**src/rtl/mem_access_unit_pkg.sv**
```systemverilog
// Shared constants for the memory access sequencer: access kinds, FSM states, default widths.
// Latency: none (definitions only); backpressure: n/a.
package mem_access_unit_pkg;

  localparam int unsigned WORD_DEFAULT     = 8;
  localparam int unsigned ADDRESSL_DEFAULT = 5;

  typedef enum logic [1:0] {
    KIND_FETCH = 2'b00,
    KIND_LOAD  = 2'b01,
    KIND_STORE = 2'b10,
    KIND_RSVD  = 2'b11
  } kind_t;

  typedef enum logic [1:0] {
    S_IDLE    = 2'b00,
    S_SETUP   = 2'b01,
    S_ACCESS  = 2'b10,
    S_CAPTURE = 2'b11
  } state_t;

endpackage

```
**src/rtl/mem_access_unit_if.sv**
```systemverilog
// Controller request/response and memory bus bundle for mem_access_unit.
// Latency: none (wiring); backpressure: start is only honoured while busy is low.
interface mem_access_unit_if
  import mem_access_unit_pkg::*;
#(
  parameter int unsigned WORD     = WORD_DEFAULT,
  parameter int unsigned ADDRESSL = ADDRESSL_DEFAULT
);
  logic                start;
  logic [1:0]          kind;
  logic [ADDRESSL-1:0] pc;
  logic [ADDRESSL-1:0] data_addr;
  logic [WORD-1:0]     store_data;
  logic [WORD-1:0]     ir;
  logic [WORD-1:0]     mdr;
  logic                busy;
  logic                done;

  logic [ADDRESSL-1:0] mem_address;
  logic [WORD-1:0]     mem_write_data;
  logic                mem_read;
  logic                mem_write;
  logic [WORD-1:0]     mem_read_data;

  // The sequencer is the slave of the controller and drives the memory side.
  modport slave (
    input  start, kind, pc, data_addr, store_data, mem_read_data,
    output ir, mdr, busy, done, mem_address, mem_write_data, mem_read, mem_write
  );

  modport master (
    output start, kind, pc, data_addr, store_data, mem_read_data,
    input  ir, mdr, busy, done, mem_address, mem_write_data, mem_read, mem_write
  );
endinterface

```
**src/rtl/mem_access_unit.sv**
```systemverilog
// Sequences one fetch/load/store per request: SETUP, one-cycle strobe in ACCESS, done in CAPTURE.
// Latency: done 3 cycles after the accepting edge; backpressure: start ignored while busy.
module mem_access_unit
  import mem_access_unit_pkg::*;
#(
  parameter int unsigned WORD     = WORD_DEFAULT,
  parameter int unsigned ADDRESSL = ADDRESSL_DEFAULT
) (
  input  logic        clk,
  input  logic        rst,
  mem_access_unit_if.slave bus
);

  state_t              r_state;
  state_t              w_next;
  kind_t               r_kind;
  logic [ADDRESSL-1:0] r_addr;
  logic [WORD-1:0]     r_wdata;
  logic [WORD-1:0]     r_ir;
  logic [WORD-1:0]     r_mdr;

  logic w_accept;
  logic w_mem_read;
  logic w_mem_write;
  logic w_busy;
  logic w_done;

  assign w_accept = (r_state == S_IDLE) && bus.start && (kind_t'(bus.kind) != KIND_RSVD);

  always_ff @(posedge clk) begin
    if (rst) begin
      r_state <= S_IDLE;
    end else begin
      r_state <= w_next;
    end
  end

  always_comb begin
    w_next = r_state;
    case (r_state)
      S_IDLE:    if (w_accept) w_next = S_SETUP;
      S_SETUP:   w_next = S_ACCESS;
      S_ACCESS:  w_next = S_CAPTURE;
      S_CAPTURE: w_next = S_IDLE;
      default:   w_next = S_IDLE;
    endcase
  end

  // Strobes depend only on registered state/kind, so the address is settled a full cycle before.
  always_comb begin
    w_mem_read  = 1'b0;
    w_mem_write = 1'b0;
    w_busy      = (r_state != S_IDLE);
    w_done      = (r_state == S_CAPTURE);
    if (r_state == S_ACCESS) begin
      w_mem_read  = (r_kind != KIND_STORE);
      w_mem_write = (r_kind == KIND_STORE);
    end
  end

  always_ff @(posedge clk) begin
    if (rst) begin
      r_kind  <= KIND_FETCH;
      r_addr  <= '0;
      r_wdata <= '0;
      r_ir    <= '0;
      r_mdr   <= '0;
    end else begin
      if (w_accept) begin
        r_kind <= kind_t'(bus.kind);
        r_addr <= (kind_t'(bus.kind) == KIND_FETCH) ? bus.pc : bus.data_addr;
        if (kind_t'(bus.kind) == KIND_STORE) begin
          r_wdata <= bus.store_data;
        end
      end
      if (r_state == S_ACCESS) begin
        if (r_kind == KIND_FETCH) begin
          r_ir <= bus.mem_read_data;
        end else if (r_kind == KIND_LOAD) begin
          r_mdr <= bus.mem_read_data;
        end
      end
    end
  end

  assign bus.mem_address    = r_addr;
  assign bus.mem_write_data = r_wdata;
  assign bus.mem_read       = w_mem_read;
  assign bus.mem_write      = w_mem_write;
  assign bus.ir             = r_ir;
  assign bus.mdr            = r_mdr;
  assign bus.busy           = w_busy;
  assign bus.done           = w_done;

endmodule

```
**src/flat_wrapper.sv**
```systemverilog
// flat-port wrapper written by rule: the top's interface ports become plain ports
module mem_access_unit_flat import mem_access_unit_pkg::*;
#(
  parameter int unsigned WORD     = WORD_DEFAULT,
  parameter int unsigned ADDRESSL = ADDRESSL_DEFAULT
)
  (clk, rst, bus_start, bus_kind, bus_pc, bus_data_addr, bus_store_data, bus_mem_read_data, bus_ir, bus_mdr, bus_busy, bus_done, bus_mem_address, bus_mem_write_data, bus_mem_read, bus_mem_write);
  mem_access_unit_if #(.WORD(WORD), .ADDRESSL(ADDRESSL)) bus_i ();
  input  logic clk;
  input  logic rst;
  input wire logic [$bits(bus_i.start)-1:0] bus_start;
  input wire logic [$bits(bus_i.kind)-1:0] bus_kind;
  input wire logic [$bits(bus_i.pc)-1:0] bus_pc;
  input wire logic [$bits(bus_i.data_addr)-1:0] bus_data_addr;
  input wire logic [$bits(bus_i.store_data)-1:0] bus_store_data;
  input wire logic [$bits(bus_i.mem_read_data)-1:0] bus_mem_read_data;
  output wire logic [$bits(bus_i.ir)-1:0] bus_ir;
  output wire logic [$bits(bus_i.mdr)-1:0] bus_mdr;
  output wire logic [$bits(bus_i.busy)-1:0] bus_busy;
  output wire logic [$bits(bus_i.done)-1:0] bus_done;
  output wire logic [$bits(bus_i.mem_address)-1:0] bus_mem_address;
  output wire logic [$bits(bus_i.mem_write_data)-1:0] bus_mem_write_data;
  output wire logic [$bits(bus_i.mem_read)-1:0] bus_mem_read;
  output wire logic [$bits(bus_i.mem_write)-1:0] bus_mem_write;
  assign bus_i.start = bus_start;
  assign bus_i.kind = bus_kind;
  assign bus_i.pc = bus_pc;
  assign bus_i.data_addr = bus_data_addr;
  assign bus_i.store_data = bus_store_data;
  assign bus_i.mem_read_data = bus_mem_read_data;
  assign bus_ir = bus_i.ir;
  assign bus_mdr = bus_i.mdr;
  assign bus_busy = bus_i.busy;
  assign bus_done = bus_i.done;
  assign bus_mem_address = bus_i.mem_address;
  assign bus_mem_write_data = bus_i.mem_write_data;
  assign bus_mem_read = bus_i.mem_read;
  assign bus_mem_write = bus_i.mem_write;
  mem_access_unit #(.WORD(WORD), .ADDRESSL(ADDRESSL)) u_core (.clk(clk), .rst(rst), .bus(bus_i));
endmodule
```
**config.mk**
```make
export PLATFORM = sky130hd
export DESIGN_NAME = mem_access_unit_flat
export DESIGN_NICKNAME = d
export VERILOG_FILES = /design/src/rtl/mem_access_unit_pkg.sv /design/src/rtl/mem_access_unit_if.sv /design/src/rtl/mem_access_unit.sv /design/src/flat_wrapper.sv
export SDC_FILE = /design/constraint.sdc
export NUM_CORES = 1
export LEC_CHECK = 0
export CORE_MARGIN = 5
export CORE_UTILIZATION = 54
export DETAILED_ROUTE_END_ITERATION = 10
export DONT_BUFFER_PORTS = 1
export PLACE_DENSITY = 0.72
export SYNTH_ARGS = -nofsm -noshare
export SYNTH_HDL_FRONTEND = slang
export SYNTH_SLANG_ARGS = --single-unit
```
**constraint.sdc**
```tcl
create_clock -name clk -period 1.4 [get_ports clk]
set_input_delay 0.28 -clock clk [delete_from_list [all_inputs] [get_ports clk]]
set_output_delay 0.28 -clock clk [all_outputs]
set_load 0.02 [all_outputs]
```
==> impl_metrics.json, run 1 <==
{
  "multi_input_area_um2": 718,
  "drv_cap": 0,
  "synthesis.area_um2": 1400,
  "critPathMaxStageDelay_ps": 350,
  "dpl.hpwl_um": 2270,
  "synth_nets": 185,
  "syn_to_final_growth_pct": 13.5,
  "start_kind": "flip-flop",
  "remaining_drc_errors": 0,
  "initial_core_util_pct": 56.5,
  "synth_area_leader_cell": "dfxtp_1",
  "dr.max_layer_used": "met4",
  "max_freq_mhz": 675,
  "tritoncts": "yes",
  "ys_warn_count": 0,
  "wl_met2_um": 1750,
  "drive_gt1_share_pct": 19.7,
  "yosysTopAreaCellShare_pct": 47.2,
  "synth.top_cells.by_area": "dfxtp_1, mux2i_1, nand2_1, a21oi_1, nor2_1",
  "vdd_ir_drop_max_mv": 1.26,
  "setup_viol": 4,
  "ys_ff_latch": 33,
  "synth_edf_count": 0,
  "seq_area_um2": 666,
  "drt-met1-wl_um": 1170,
  "ys.flop_type": "dfxtp_1",
  "violations": "negative setup slack",
  "dieHeight_um": 60.9,
  "drtPass1Iterations": 4,
  "cts_root_buf": "clkbuf_4",
  "coreArea_um2": 2480,
  "grt_pass1_wl_um": 5020,
  "max_slew_margin_pct": 60.6,
  "status": "finished, violations left",
  "ys_types": 28,
  "fin_skew_ps": 8.75,
  "hold_viol": 0,
  "die_w_um": 60.9,
  "fillers": 207,
  "wl_um": 3250,
  "clkTransAtPathRegs_ps": 100,
  "tightest_slew_ps": 589,
  "drt_iter0_markers": 43,
  "cp_top_family": "flip-flops",
  "power_leakage_nw": 0.633,
  "grt_antenna_before_repair": 0,
  "clk_latency_ps": 330,
  "seq_area_frac_synth_pct": 47.2,
  "p_per_area_nw_per_um2": 1690,
  "grt_overflow": 0,
  "grt_setup_unrepaired": "true",
  "path_buf_inv": 2,
  "numCtsBuffers": 5,
  "crit_path_top_delay_cell": "dfxtp_2",
  "hp-class": "in -> reg",
  "fin_crit_sh_pct": 106,
  "grt_use_total_pct": 18.9,
  "htree_levels": 2,
  "antenna_cells": 0,
  "drv_slew": 0,
  "path_cells": "inv_4 -> ha_4 -> a21boi_4 -> buf_6",
  "grt_max_degree": 24,
  "finalSetupTns_ps": -164,
  "crit_path_end_kind": "output pin",
  "async_flop_share_pct": 0,
  "clock_path_buffers": 2,
  "port_buffers": 0,
  "viasPerCell": 5.82,
  "wl_met3_um": 292,
  "layout.nets": 191,
  "cp_data_required_time_ps": 1120,
  "postRouteAntennaNets": 0,
  "setup_slack_ps": -82.0,
  "arrival_ps": 1200,
  "synth.avg_cell_area_um2": 9.33,
  "ios": 64,
  "routabilityCongestion": 0.744,
  "rows": 18,
  "critPathMaxFanout": 4,
  "via_count": 1088,
  "grt_pass1_vias": 1068,
  "critPathKind": "reg -> out",
  "pre_cts_ws_ps": -42.3,
  "period_needed_ps": 1480,
  "dieArea_um2": 3710,
  "drt-wirelength-per-cell_um": 17.4,
  "cts.sinks": 33,
  "syn_inst": 150
}
[layout make-up]
| class | count | area share (%) |
|---|---|---|
| multi-input cells | 103 | 45.2 |
| inverters | 4 | 1.10 |
| clock buffers | 6 | 2.60 |
| well taps | 30 | 2.36 |
| repair buffers | 9 | 6.15 |
| clock inverters | 2 | 0.630 |
| flip-flops and latches | 33 | 41.9 |
[per-layer routing]
metal	GRT usage (%)	vias up
met5	0	-
met4	8.36	0
met3	8.72	6
met2	33.6	42
met1	18.9	513
li1	-	527
[synthesized netlist by cell type (2+ instances only)]
cell,count
ha_1,4
buf_2,2
nand2_1,22
o21ai_0,5
buf_6,2
dfxtp_1,33
inv_1,4
nand2b_1,3
mux2i_1,18
a21oi_1,15
clkbuf_1,4
nor2_1,17
a311oi_1,5
buf_4,2
[cells in the final DEF, fill, tap and decap left out, drive strengths merged]
master and n:
nand4b 1, and3 1, and4b 1, clkbuf 6, a21oi 16, a311oi 5, nor3 1, o21ai 5
nand2 23, buf 5, nor2 18, inv 4, nand2b 3, ha 4, o21a 1, clkinv 2
nor3b 1, mux2i 18, o21bai 1, and2 1, a21boi 1, dlygate4sd3 4, dfxtp 33, a21bo 1
nand3b 1
[through the flow]
stage / utilization (%) / area (um^2) / hold WS (ps) / total power [mW] / cells
after detailed placement: 57.2 / 1420 / 357 / 2.02 / 174
after CTS: 61.9 / 1530 / 0.877 / 2.61 / 186
final: 64.1 / 1590 / 79.7 / 2.69 / 187
after global placement: 57.2 / 1420 / 354 / 1.98 / 174
after global routing: 64.1 / 1590 / 69.3 / 2.85 / 187
after floorplan: - / 1400 / 416 / 1.90 / 150
[worst paths after layout]
check | slack, ps | endpoint | startpoint | cells after the start
max | -80 | bus_mem_read | u_core.r_state[0] | 4
min | 80 | u_core.bus.mem_write_data[4] | bus_store_data[4] | 2
max reg2reg | 0 | u_core.bus.mdr[2] | u_core.r_state[0] | 7
min reg2reg | 560 | u_core.r_state[1] | u_core.r_state[1] | 2
[worst register-to-register path: stages, from the launching register on]
cell and delay [ps]:
dfxtp_2 370, inv_4 50, ha_4 160, buf_4 130, nand3b_1 120, buf_12 150
mux2i_2 230, nor2_1 60
[repair_timing]
| action | 4_1_cts | 5_1_grt |
|---|---|---|
| setup endpoints to repair | 13 | 31 |
| pin swaps | 1 | 1 |
| hold buffers | 3 | 1 |
| hold endpoints to repair | 13 | 16 |
| buffers inserted | 2 | 0 |
| gates resized for setup | 12 | 10 |
[logic make-up after synthesis]
logic type	Yosys count	synth area share, %
simple gates	51	17.5
flops	33	47.2
compound gates	30	13.2
mux	18	12.9
buf+inv	14	5.54
fa+ha+maj	4	3.58
[sequential cells by signal (all words and copies together), names as in the netlist]
signal and count:
u_core.bus.mem_write_data 8, u_core.bus.mdr 8, u_core.bus.ir 8, u_core.r_state 2, u_core.r_kind 2, u_core.bus.mem_address 5
[where the power goes]
part	total (mW)	internal, mW	switching, mW
Clock	0.501	0.191	0.310
Sequential	1.33	1.09	0.240
Combinational	0.859	0.401	0.457
Note: power is estimated with default switching activity, not from simulation.
==> run 2: changes to the inputs <==
--- a/config.mk
+++ b/config.mk
@@ -6,10 +6,11 @@
 export NUM_CORES = 1
 export LEC_CHECK = 0
 export CORE_MARGIN = 5
-export CORE_UTILIZATION = 54
+export CORE_UTILIZATION = 60
+export CTS_CLUSTER_DIAMETER = 100
 export DETAILED_ROUTE_END_ITERATION = 10
 export DONT_BUFFER_PORTS = 1
-export PLACE_DENSITY = 0.72
+export PLACE_DENSITY = 0.76
 export SYNTH_ARGS = -nofsm -noshare
 export SYNTH_HDL_FRONTEND = slang
 export SYNTH_SLANG_ARGS = --single-unit
==> constraint.sdc (replaced) <==
create_clock -name clk -period 1.8 [get_ports clk]
set_input_delay 0.36 -clock clk [delete_from_list [all_inputs] [get_ports clk]]
set_output_delay 0.36 -clock clk [all_outputs]
set_load 0.02 [all_outputs]
==> run 2 against run 1 <==
Highest routed layer unchanged. Setup slack improved by 170 ps. Power fell by 22%. Final area fell by 6.9%. Global-route usage fell by 0.96 points. First-iteration DRC count fell by 33%. The run now ends clean. Flip-flop and latch count did not move. Sequential share of layout area rose by 2.8 points. Critical endpoint unchanged. Largest cell class unchanged.
==> impl_metrics.json, run 2 (synthesis gave the netlist of run 1 again) <==
{
  "coreArea_um2": 2210,
  "crit_path_top_delay_cell": "dfxtp_1",
  "postRouteAntennaNets": 0,
  "p_per_area_nw_per_um2": 1420,
  "hold_ws_ps": 78.7,
  "grt_pass1_wl_um": 4530,
  "crit_path_end_kind": "output pin",
  "clkTransAtPathRegs_ps": 90,
  "clock_path_buffers": 2,
  "p_sw_mw": 0.709,
  "layout.nets": 184,
  "drt-wirelength-per-cell_um": 15.8,
  "grt_max_degree": 36,
  "initial_core_util_pct": 63.2,
  "clk_latency_ps": 340,
  "p_seq_share_pct": 48.1,
  "dieHeight_um": 58.3,
  "status": "finished, final reports clean",
  "grt_overflow": 0,
  "cts.sinks": 33,
  "tightest_slew_ps": 507,
  "critPathMaxFanout": 5,
  "final_cell_mix": "dfxtp_1, nand2_1, mux2i_1",
  "routabilityCongestion": 0.723,
  "via_count": 1021,
  "p_sw_share_pct": 33.7,
  "critPathKind": "reg -> out",
  "drt_iter0_markers": 29,
  "grt_use_total_pct": 18.0,
  "drtPass1Iterations": 4,
  "grt_antenna_before_repair": 0,
  "port_buffers": 0,
  "cts_root_buf": "clkbuf_4",
  "dieArea_um2": 3400,
  "ctsHoldBuffers": 0,
  "post_cts_buffers": 0,
  "fillers": 200,
  "ios": 64,
  "start_kind": "flip-flop",
  "remaining_drc_errors": 0,
  "antenna_cells": 0,
  "hold_viol": 0,
  "arrival_ps": 1350,
  "wl_um": 2810,
  "syn_to_final_growth_pct": 5.64,
  "pre_cts_ws_ps": 239,
  "layout_commonest_cell": "dfxtp_1",
  "max_freq_mhz": 585,
  "dpl.hpwl_um": 2090,
  "fin_skew_ps": 4.13,
  "p_int_mw": 1.39,
  "grt_pass1_vias": 1022,
  "htree_levels": 2,
  "critPathMaxStageDelay_ps": 380,
  "viasPerCell": 5.74,
  "setup_viol": 0,
  "power_leakage_nw": 0.605,
  "setup_slack_ps": 91.6,
  "vdd_ir_drop_max_mv": 1.15,
  "rows": 17,
  "utilization_pct": 66.8,
  "path_cells": "inv_1 -> ha_2 -> a21boi_2 -> buf_4",
  "numCtsBuffers": 5,
  "pwr-share-comb_pct": 24.8,
  "fin_crit_sh_pct": 94.9,
  "die_w_um": 58.3,
  "max_slew_margin_pct": 66.1,
  "tritoncts": "yes",
  "drv_slew": 0,
  "p_clk_share_pct": 27.1,
  "cp_data_required_time_ps": 1440,
  "drv_cap": 0,
  "finalSetupTns_ps": 0,
  "period_needed_ps": 1710,
  "hp-class": "in -> reg",
  "drive_gt1_share_pct": 11.3,
  "post_cts_resized": 1
}
==> run 2: path summary, 6_finish.rpt <==
path	start	end	slack, ps	cells after the start
worst min-delay path	rst	u_core.bus.mem_write_data[0]	80	1
worst max register to register	u_core.r_state[0]	u_core.bus.mdr[5]	290	5
worst min register to register	u_core.r_state[0]	u_core.r_state[0]	520	2
worst max-delay path	u_core.r_state[0]	bus_mem_read	90	4
==> run 2: cell type report <==
cell class | instances | area, um^2 | share of cell area [%]
clock buffer | 7 | 55.1 | 3.73
multi-input combinational | 103 | 667 | 45.1
sequential | 33 | 661 | 44.7
inverter | 4 | 15.0 | 1.02
tap | 28 | 35.0 | 2.37
timing repair buffer | 2 | 15.0 | 1.02
clock inverter | 1 | 30.0 | 2.03
==> run 2: critical path, delay by kind of cell, from the launching register on <==
family	cells	cell delay (ps)
buffers and inverters	2	250
AO/OA/AOI/OAI	1	160
adder cells (fa/ha/maj)	1	210
flip-flops	1	380
==> run 2: per-stage QoR <==
step	instances	power, mW	cell area, um^2
2_1_floorplan	150	1.48	1400
3_3_place_gp	170	1.52	1390
3_5_place_dp	170	1.55	1390
4_1_cts	178	2.13	1470
5_1_grt	178	2.24	1480
6_report	178	2.10	1480
==> run 2: layer usage <==
layer | up-vias | GRT usage, % | wire length [um]
li1 | 505 | - | -
met1 | 474 | 18.4 | 1100
met2 | 34 | 28.7 | 1350
met3 | 8 | 8.24 | 271
met4 | 0 | 12.9 | 83
met5 | - | 0 | 0
==> run 2: power by group through the flow <==
stage	Clock (mW)	Combinational (mW)	Sequential, mW
3_5_place_dp	0	0.516	1.03
5_1_grt	0.626	0.589	1.02
4_1_cts	0.592	0.522	1.01
3_3_place_gp	0	0.497	1.02
6_report	0.571	0.521	1.01
2_1_floorplan	0	0.472	1.00
